$ cat src/rtl/quad_updown_gen.sv
// Quadrature front end: synchronizes and debounces encoder channels A/B, tracks
// the Gray-code phase and emits one-cycle up/down strobes (x4) or err on double steps.
module quad_updown_gen #(
  parameter int DEB = 4
) (
  input  logic       clk,
  input  logic       rst,
  input  logic       en,
  input  logic       a_in,
  input  logic       b_in,
  output logic       up,
  output logic       down,
  output logic       err,
  output logic [1:0] phase
);

  localparam logic [7:0] DEB_M1   = 8'(DEB - 1);
  localparam logic [8:0] WAKE_MAX = 9'(DEB + 3);

  typedef enum logic [1:0] {
    PH_00 = 2'b00,
    PH_01 = 2'b01,
    PH_11 = 2'b11,
    PH_10 = 2'b10
  } phase_t;

  // Bit 1 carries channel A, bit 0 carries channel B.
  logic [1:0] s1;
  logic [1:0] s2;
  logic [1:0] f;
  logic [7:0] cnt [2];
  logic [8:0] wake;
  phase_t     prev;
  phase_t     cur;

  logic       step_cw;
  logic       step_ccw;
  logic       step_bad;
  logic       live;

  always_ff @(posedge clk or negedge rst) begin
    if (!rst) begin
      s1 <= 2'b00;
      s2 <= 2'b00;
    end else begin
      s1 <= {a_in, b_in};
      s2 <= s1;
    end
  end

  // A change is accepted only after DEB consecutive differing samples.
  always_ff @(posedge clk or negedge rst) begin
    if (!rst) begin
      f      <= 2'b00;
      cnt[0] <= 8'd0;
      cnt[1] <= 8'd0;
    end else begin
      for (int i = 0; i < 2; i++) begin
        if (s2[i] == f[i]) begin
          cnt[i] <= 8'd0;
        end else if (cnt[i] == DEB_M1) begin
          f[i]   <= s2[i];
          cnt[i] <= 8'd0;
        end else begin
          cnt[i] <= cnt[i] + 8'd1;
        end
      end
    end
  end

  // Blanking window swallows whatever the pins showed when reset released.
  always_ff @(posedge clk or negedge rst) begin
    if (!rst) begin
      wake <= 9'd0;
    end else if (wake != WAKE_MAX) begin
      wake <= wake + 9'd1;
    end
  end

  always_comb begin
    cur      = phase_t'(f);
    live     = en && (wake == WAKE_MAX);
    step_cw  = ((prev == PH_00) && (cur == PH_01)) ||
               ((prev == PH_01) && (cur == PH_11)) ||
               ((prev == PH_11) && (cur == PH_10)) ||
               ((prev == PH_10) && (cur == PH_00));
    step_ccw = ((prev == PH_00) && (cur == PH_10)) ||
               ((prev == PH_10) && (cur == PH_11)) ||
               ((prev == PH_11) && (cur == PH_01)) ||
               ((prev == PH_01) && (cur == PH_00));
    step_bad = ((prev ^ cur) == 2'b11);
  end

  always_ff @(posedge clk or negedge rst) begin
    if (!rst) begin
      prev <= PH_00;
      up   <= 1'b0;
      down <= 1'b0;
      err  <= 1'b0;
    end else begin
      prev <= cur;
      up   <= live && step_cw;
      down <= live && step_ccw;
      err  <= live && step_bad;
    end
  end

  assign phase = f;

endmodule
$ cat config.mk
export PLATFORM = sky130hd
export DESIGN_NAME = quad_updown_gen
export DESIGN_NICKNAME = d
export VERILOG_FILES = /design/src/rtl/quad_updown_gen.sv
export SDC_FILE = /design/constraint.sdc
export NUM_CORES = 1
export LEC_CHECK = 0
export CAP_MARGIN = 20
export CORE_ASPECT_RATIO = 2
export CORE_UTILIZATION = 57
export CTS_CLUSTER_SIZE = 10
export DETAILED_ROUTE_END_ITERATION = 8
export MAX_ROUTING_LAYER = met4
export PLACE_DENSITY = 0.75
export SLEW_MARGIN = 20
export SYNTH_ARGS = -nofsm -noshare
export SYNTH_HDL_FRONTEND = slang
export SYNTH_SLANG_ARGS = --single-unit
$ cat constraint.sdc
create_clock -name clk -period 3.1 [get_ports clk]
set_input_delay 0.62 -clock clk [delete_from_list [all_inputs] [get_ports clk]]
set_output_delay 0.62 -clock clk [all_outputs]
set_load 0.005 [all_outputs]
# Word-level counts from Yosys, hierarchy flattened

Index checks and enable logic that the tools add are counted.
W data, S select, Z words.

Word-level logic and storage cells: 56
Register bits after elaboration: 36

Equal/unequal tests: 13
Reductions and logical operators: 22
Bitwise gates (word level): 3
Add/subtract/negate cells: 3
Multiplexer cells: 4

Operators by type and width:

| operator              | count |
|---|---|
| $mux W8               | 4 |
| $add A8 B1 Y8 const B | 2 |
| $eq A8 B2 Y1 const B  | 2 |
| $logic_and A1 B1 Y1   | 12 |
| $eq A2 B2 Y1 const B  | 5 |
| $add A9 B1 Y9 const B | 1 |
| $eq A9 B3 Y1 const B  | 1 |
| $ne A9 B3 Y1 const B  | 1 |
| $logic_or A1 B1 Y1    | 6 |
| $eq A2 B1 Y1 const B  | 2 |
| $logic_not A2 Y1      | 2 |
| $reduce_and A2 Y1     | 2 |
| $eq A1 B1 Y1          | 2 |
| $not A1 Y1            | 2 |
| $xor A2 B2 Y2         | 1 |

# Longest topological paths before layout

Depth in word-level cells: 6
Depth in mapped cells: 4
Gate-level depth less buffers: 4

# Worst setup path before layout

No wires, ideal clock.

Kind: flip-flop to flip-flop
Start: register wake[5]
End: register wake[1]
Library setup time: 125 ps
Required time: 2975 ps
Arrival: 1608 ps
Path slack: 1367 ps
Stages on the path, launching flop included: 4
Cell sequence: dfrtp_1 or4_4 nor4_4 mux2_4

Longest elaborated chain between the ends: 1

RTL lines:

| item                   | RTL line | RTL |
|---|---|---|
| from (decl)            | 32       | `logic [8:0] wake;` |
| from (signal assigned) | 76       | `wake <= wake + 9'd1;` |
| $ne A9 B3 Y1           | 75       | `end else if (wake != WAKE_MAX) begin` |

No other way between the ends.
A chain may end at the register's enable or synchronous reset.

# Worst setup path after layout

Start: register f[0], in the netlist phase[0]
End: output port phase[0]

RTL lines:

| item                              | RTL line | RTL |
|---|---|---|
| from (decl)                       | 30       | `logic [1:0] f;` |
| from (signal, indexed assignment) | 62       | `f[i] <= s2[i];` |
| to (decl)                         | 14       | `output logic [1:0] phase` |

No word-level cell between the ends.

==> tab_implementation.tex <==
\begin{tabular}{lr}
\hline
Metric & Value \\
\hline
\multicolumn{2}{l}{\textbf{Power}} \\
Leak & 0.000812 uW \\
Total power divided by cell area & 713 nW/um2 \\
VDD IR max & 0.000499 V \\
\multicolumn{2}{l}{\textbf{Setup path}} \\
Arrival time reported for the critical path endpoint & 1310 ps \\
Flop-to-flop setup slack & 1250 ps \\
Worst R2R Path Depth & 3 \\
Critical R2R Capture & wake[1] \\
Highest cell delay on the worst timing path & 550 ps \\
Number of stages on the worst setup path & 1 \\
Series of cell instances along the critical path & clkdlybuf4s50\_1 \\
Number of buffer and inverter stages on the critical path & 1 \\
Critical R2R Launch & wake[5] \\
Worst-path fanout max & 6 \\
Timing endpoint of the critical path & phase[0] \\
Class of the most critical setup path & reg2out \\
Critical Path Start & phase[0] \\
Slowest-stage cell, CP & sky130\_fd\_sc\_hd\_\_clkdlybuf4s50\_1 \\
Kind of launch point of the worst setup path & register \\
Critical Path RT & 2480 ps \\
Cell type group with the largest total delay on the critical path & buffers and inverters \\
Crit end category & output port \\
\multicolumn{2}{l}{\textbf{Clock tree}} \\
Post-CTS setup buffer count & 0 \\
Root Buffer & sky130\_fd\_sc\_hd\_\_clkbuf\_8 \\
Number of buffers inserted for hold repair after clock tree synthesis & 0 \\
Clock transition at path regs & 70 ps \\
Total CTS buffers & 5 \\
Number of H-tree levels & 2 \\
Number of sinks driven by the clock tree & 36 \\
Max Buffers Root-to-Sink & 2 \\
Clock latency on the worst-skew pair & 290 ps \\
Clock tree from TritonCTS & built \\
Number of gates given a new drive strength after cts & 0 \\
\multicolumn{2}{l}{\textbf{Detailed routing}} \\
First DRT Iteration DRCs & 16 \\
Detailed-route wire length & 2780 um \\
Antenna-violating nets left & 0 \\
Avg WL per Cell & 15.5 um \\
Via-per-instance ratio & 5.82 \\
DRC violations left & 0 \\
Drt pass-1 iters & 4 \\
Routed via count & 1,047 \\
\multicolumn{2}{l}{\textbf{STA}} \\
Number of failing setup endpoints in the final timing report & 0 \\
Setup TNS & 0 ps \\
Final hold viol count & 0 \\
Headroom to the max-slew limit & 69.5\% \\
Number of max-slew violations in the final report & 0 \\
Upper clock frequency limit & 518 MHz \\
Fin worst setup slack & 1170 ps \\
Measured slew at the worst slew-check pin & 451 ps \\
Final critical-path share of the clock period & 62.3\% \\
Clock Skew & 8.36 ps \\
RSZ-0062 raised after global routing & no \\
Minimum period implied by the final worst setup slack & 1930 ps \\
\multicolumn{2}{l}{\textbf{Synthesis}} \\
Library cell with the highest instance count after synthesis & sky130\_fd\_sc\_hd\_\_dfrtp\_1 \\
Fraction of synthesized cell area taken by the top area cell type & 58.4\% \\
Top cell types by occurrence after synthesis & sky130\_fd\_sc\_hd\_\_dfrtp\_1 (36), sky130\_fd\_sc\_hd\_\_nor2\_1 (16), sky130\_fd\_sc\_hd\_\_nand3\_1 (11), sky130\_fd\_sc\_hd\_\_xor2\_1 (11), sky130\_fd\_sc\_hd\_\_nand2\_1 (8) \\
Top area cells in the synthesized netlist & sky130\_fd\_sc\_hd\_\_dfrtp\_1 (58\%), sky130\_fd\_sc\_hd\_\_xor2\_1 (6.2\%), sky130\_fd\_sc\_hd\_\_xnor2\_1 (4.0\%) \\
Synthesized flop and latch total & 36 \\
Register area share after synthesis & 58.4\% \\
Cell taking the most area after synthesis & sky130\_fd\_sc\_hd\_\_dfrtp\_1 \\
Synthesized cell area & 1540 um2 \\
Warnings from Yosys & 0 \\
Synth unique cells & 23 \\
Cell count after synthesis & 134 \\
Number of enable flip-flop cells after synthesis & 0 \\
Most frequently used flop master after synthesis & sky130\_fd\_sc\_hd\_\_dfrtp\_1 \\
FFs w/ async S/R, synth & 100\% \\
Synthesized area per cell & 11.5 um2 \\
Synthesized Nets & 143 \\
\multicolumn{2}{l}{\textbf{Run}} \\
Max cap viols & 0 \\
\multicolumn{2}{l}{\textbf{Final layout}} \\
Post-synthesis to final-layout area growth & 14.7\% \\
Number of antenna cells inserted & 0 \\
Fraction of layout instances using a drive strength above 1 & 11.8\% \\
Post-layout net count & 160 \\
\multicolumn{2}{l}{\textbf{Global routing}} \\
Antenna violations before repair & 0 \\
Number of global-route vias before repair & 1,072 \\
Largest net degree at the start of global routing & 37 \\
Total track usage & 24.5\% \\
Remaining global-route overflow & 0 \\
First-pass GRT wire length & 4560 um \\
\multicolumn{2}{l}{\textbf{Floorplan}} \\
Initial cell density of the core & 60.0\% \\
Die X-Extent & 38.8 um \\
Number of I/O pins & 10 \\
\# rows & 26 \\
Chip height & 75.6 um \\
Total die area & 2930 um2 \\
Core Box Area & 2570 um2 \\
\multicolumn{2}{l}{\textbf{Min path}} \\
Worst min path class & reg2reg \\
Start point of the worst min-delay path & s1[1] \\
\multicolumn{2}{l}{\textbf{Placement}} \\
Final GP Congestion & 0.814 \\
Pre-CTS setup slack & 1240 ps \\
Number of buffers inserted by port buffering & 9 \\
Post-detail-place hpwl & 2000 um \\
\multicolumn{2}{l}{\textbf{Outcome}} \\
Status & finished clean \\
\hline
\end{tabular}
==> kinds of logic after synthesis <==
family / Yosys count / share of synthesized area (%)
buf+inv: 3 / 0.730
xor+xnor: 18 / 10.2
fa+ha+maj: 4 / 3.24
flops: 36 / 58.4
compound gates: 16 / 5.84
simple gates: 54 / 19.1
mux: 3 / 2.43
==> sequential cells by signal, indices dropped and copies added (netlist names) <==
signal	cells
cnt	16
wake	9
phase	2
prev	2
s1	2
s2	2
down	1
err	1
up	1
==> layout by cell type, fill, tap and decap left out, types with 2 or more instances in the layout <==
cell type,n
sky130_fd_sc_hd__nor3_1,2
sky130_fd_sc_hd__dfrtp_1,36
sky130_fd_sc_hd__a21oi_1,6
sky130_fd_sc_hd__nor2_1,16
sky130_fd_sc_hd__clkbuf_8,6
sky130_fd_sc_hd__clkdlybuf4s50_1,9
sky130_fd_sc_hd__xor2_1,11
sky130_fd_sc_hd__nand4_1,3
sky130_fd_sc_hd__o21ai_0,7
sky130_fd_sc_hd__inv_1,3
sky130_fd_sc_hd__xnor2_1,7
sky130_fd_sc_hd__mux2_2,2
sky130_fd_sc_hd__a21o_1,2
sky130_fd_sc_hd__or3_1,6
sky130_fd_sc_hd__nand2_1,8
sky130_fd_sc_hd__and4_2,2
sky130_fd_sc_hd__nand3_1,11
sky130_fd_sc_hd__nor4b_1,2
sky130_fd_sc_hd__ha_1,4
==> cell type report <==
| type | instances | area (um2) |
|---|---|---|
| inverters | 3 | 11.3 |
| multi-input cells | 95 | 631 |
| well taps | 28 | 35.0 |
| fillers | 203 | 801 |
| clock buffers | 7 | 86.3 |
| clock inverters | 1 | 7.51 |
| flip-flops and latches | 36 | 901 |
| repair buffers | 10 | 97.6 |
==> power breakdown <==
part	switching, uW	internal (uW)	leakage [uW]	total, uW
Sequential	86.0	545	0.000464	631
Clock	164	180	0.0000445	345
Combinational	127	158	0.000304	285
Total	377	884	0.000812	1260
==> worst min-delay path by stage <==
stage	to	slack [ps]	depth (start not counted)
floorplan	cnt[0]	320	0
global placement	s2[1]	340	0
detailed placement	s2[1]	340	0
CTS	s2[1]	360	0
global route	s2[1]	370	0
finish	s2[1]	350	0
==> worst register-to-register path: stages, from the launching register on <==
cell	delay, ps
sky130_fd_sc_hd__dfrtp_1	420
sky130_fd_sc_hd__or4_4	560
sky130_fd_sc_hd__nor4_4	400
sky130_fd_sc_hd__mux2_4	340
==> stage by stage <==
step | utilization, % | power [uW] | hold WS (ps) | instance area [um2] | std cells
2_1_floorplan | - | 799 | 324 | 1540 | 134
3_3_place_gp | 65.2 | 908 | 338 | 1680 | 172
3_5_place_dp | 65.2 | 930 | 344 | 1680 | 172
4_1_cts | 68.8 | 1280 | 360 | 1770 | 180
5_1_grt | 68.8 | 1330 | 366 | 1770 | 180
6_report | 68.8 | 1260 | 355 | 1770 | 180
==> per-layer routing <==
metal  GRT usage (%)  routed length, um  part of all wire, %
met1            22.0               1020                   36
met3            6.12                 74                  2.7
met2            42.4               1610                   58
met5               -                  0                    0
met4            16.1                 84                  3.0
(Power assumes the default switching activity.)
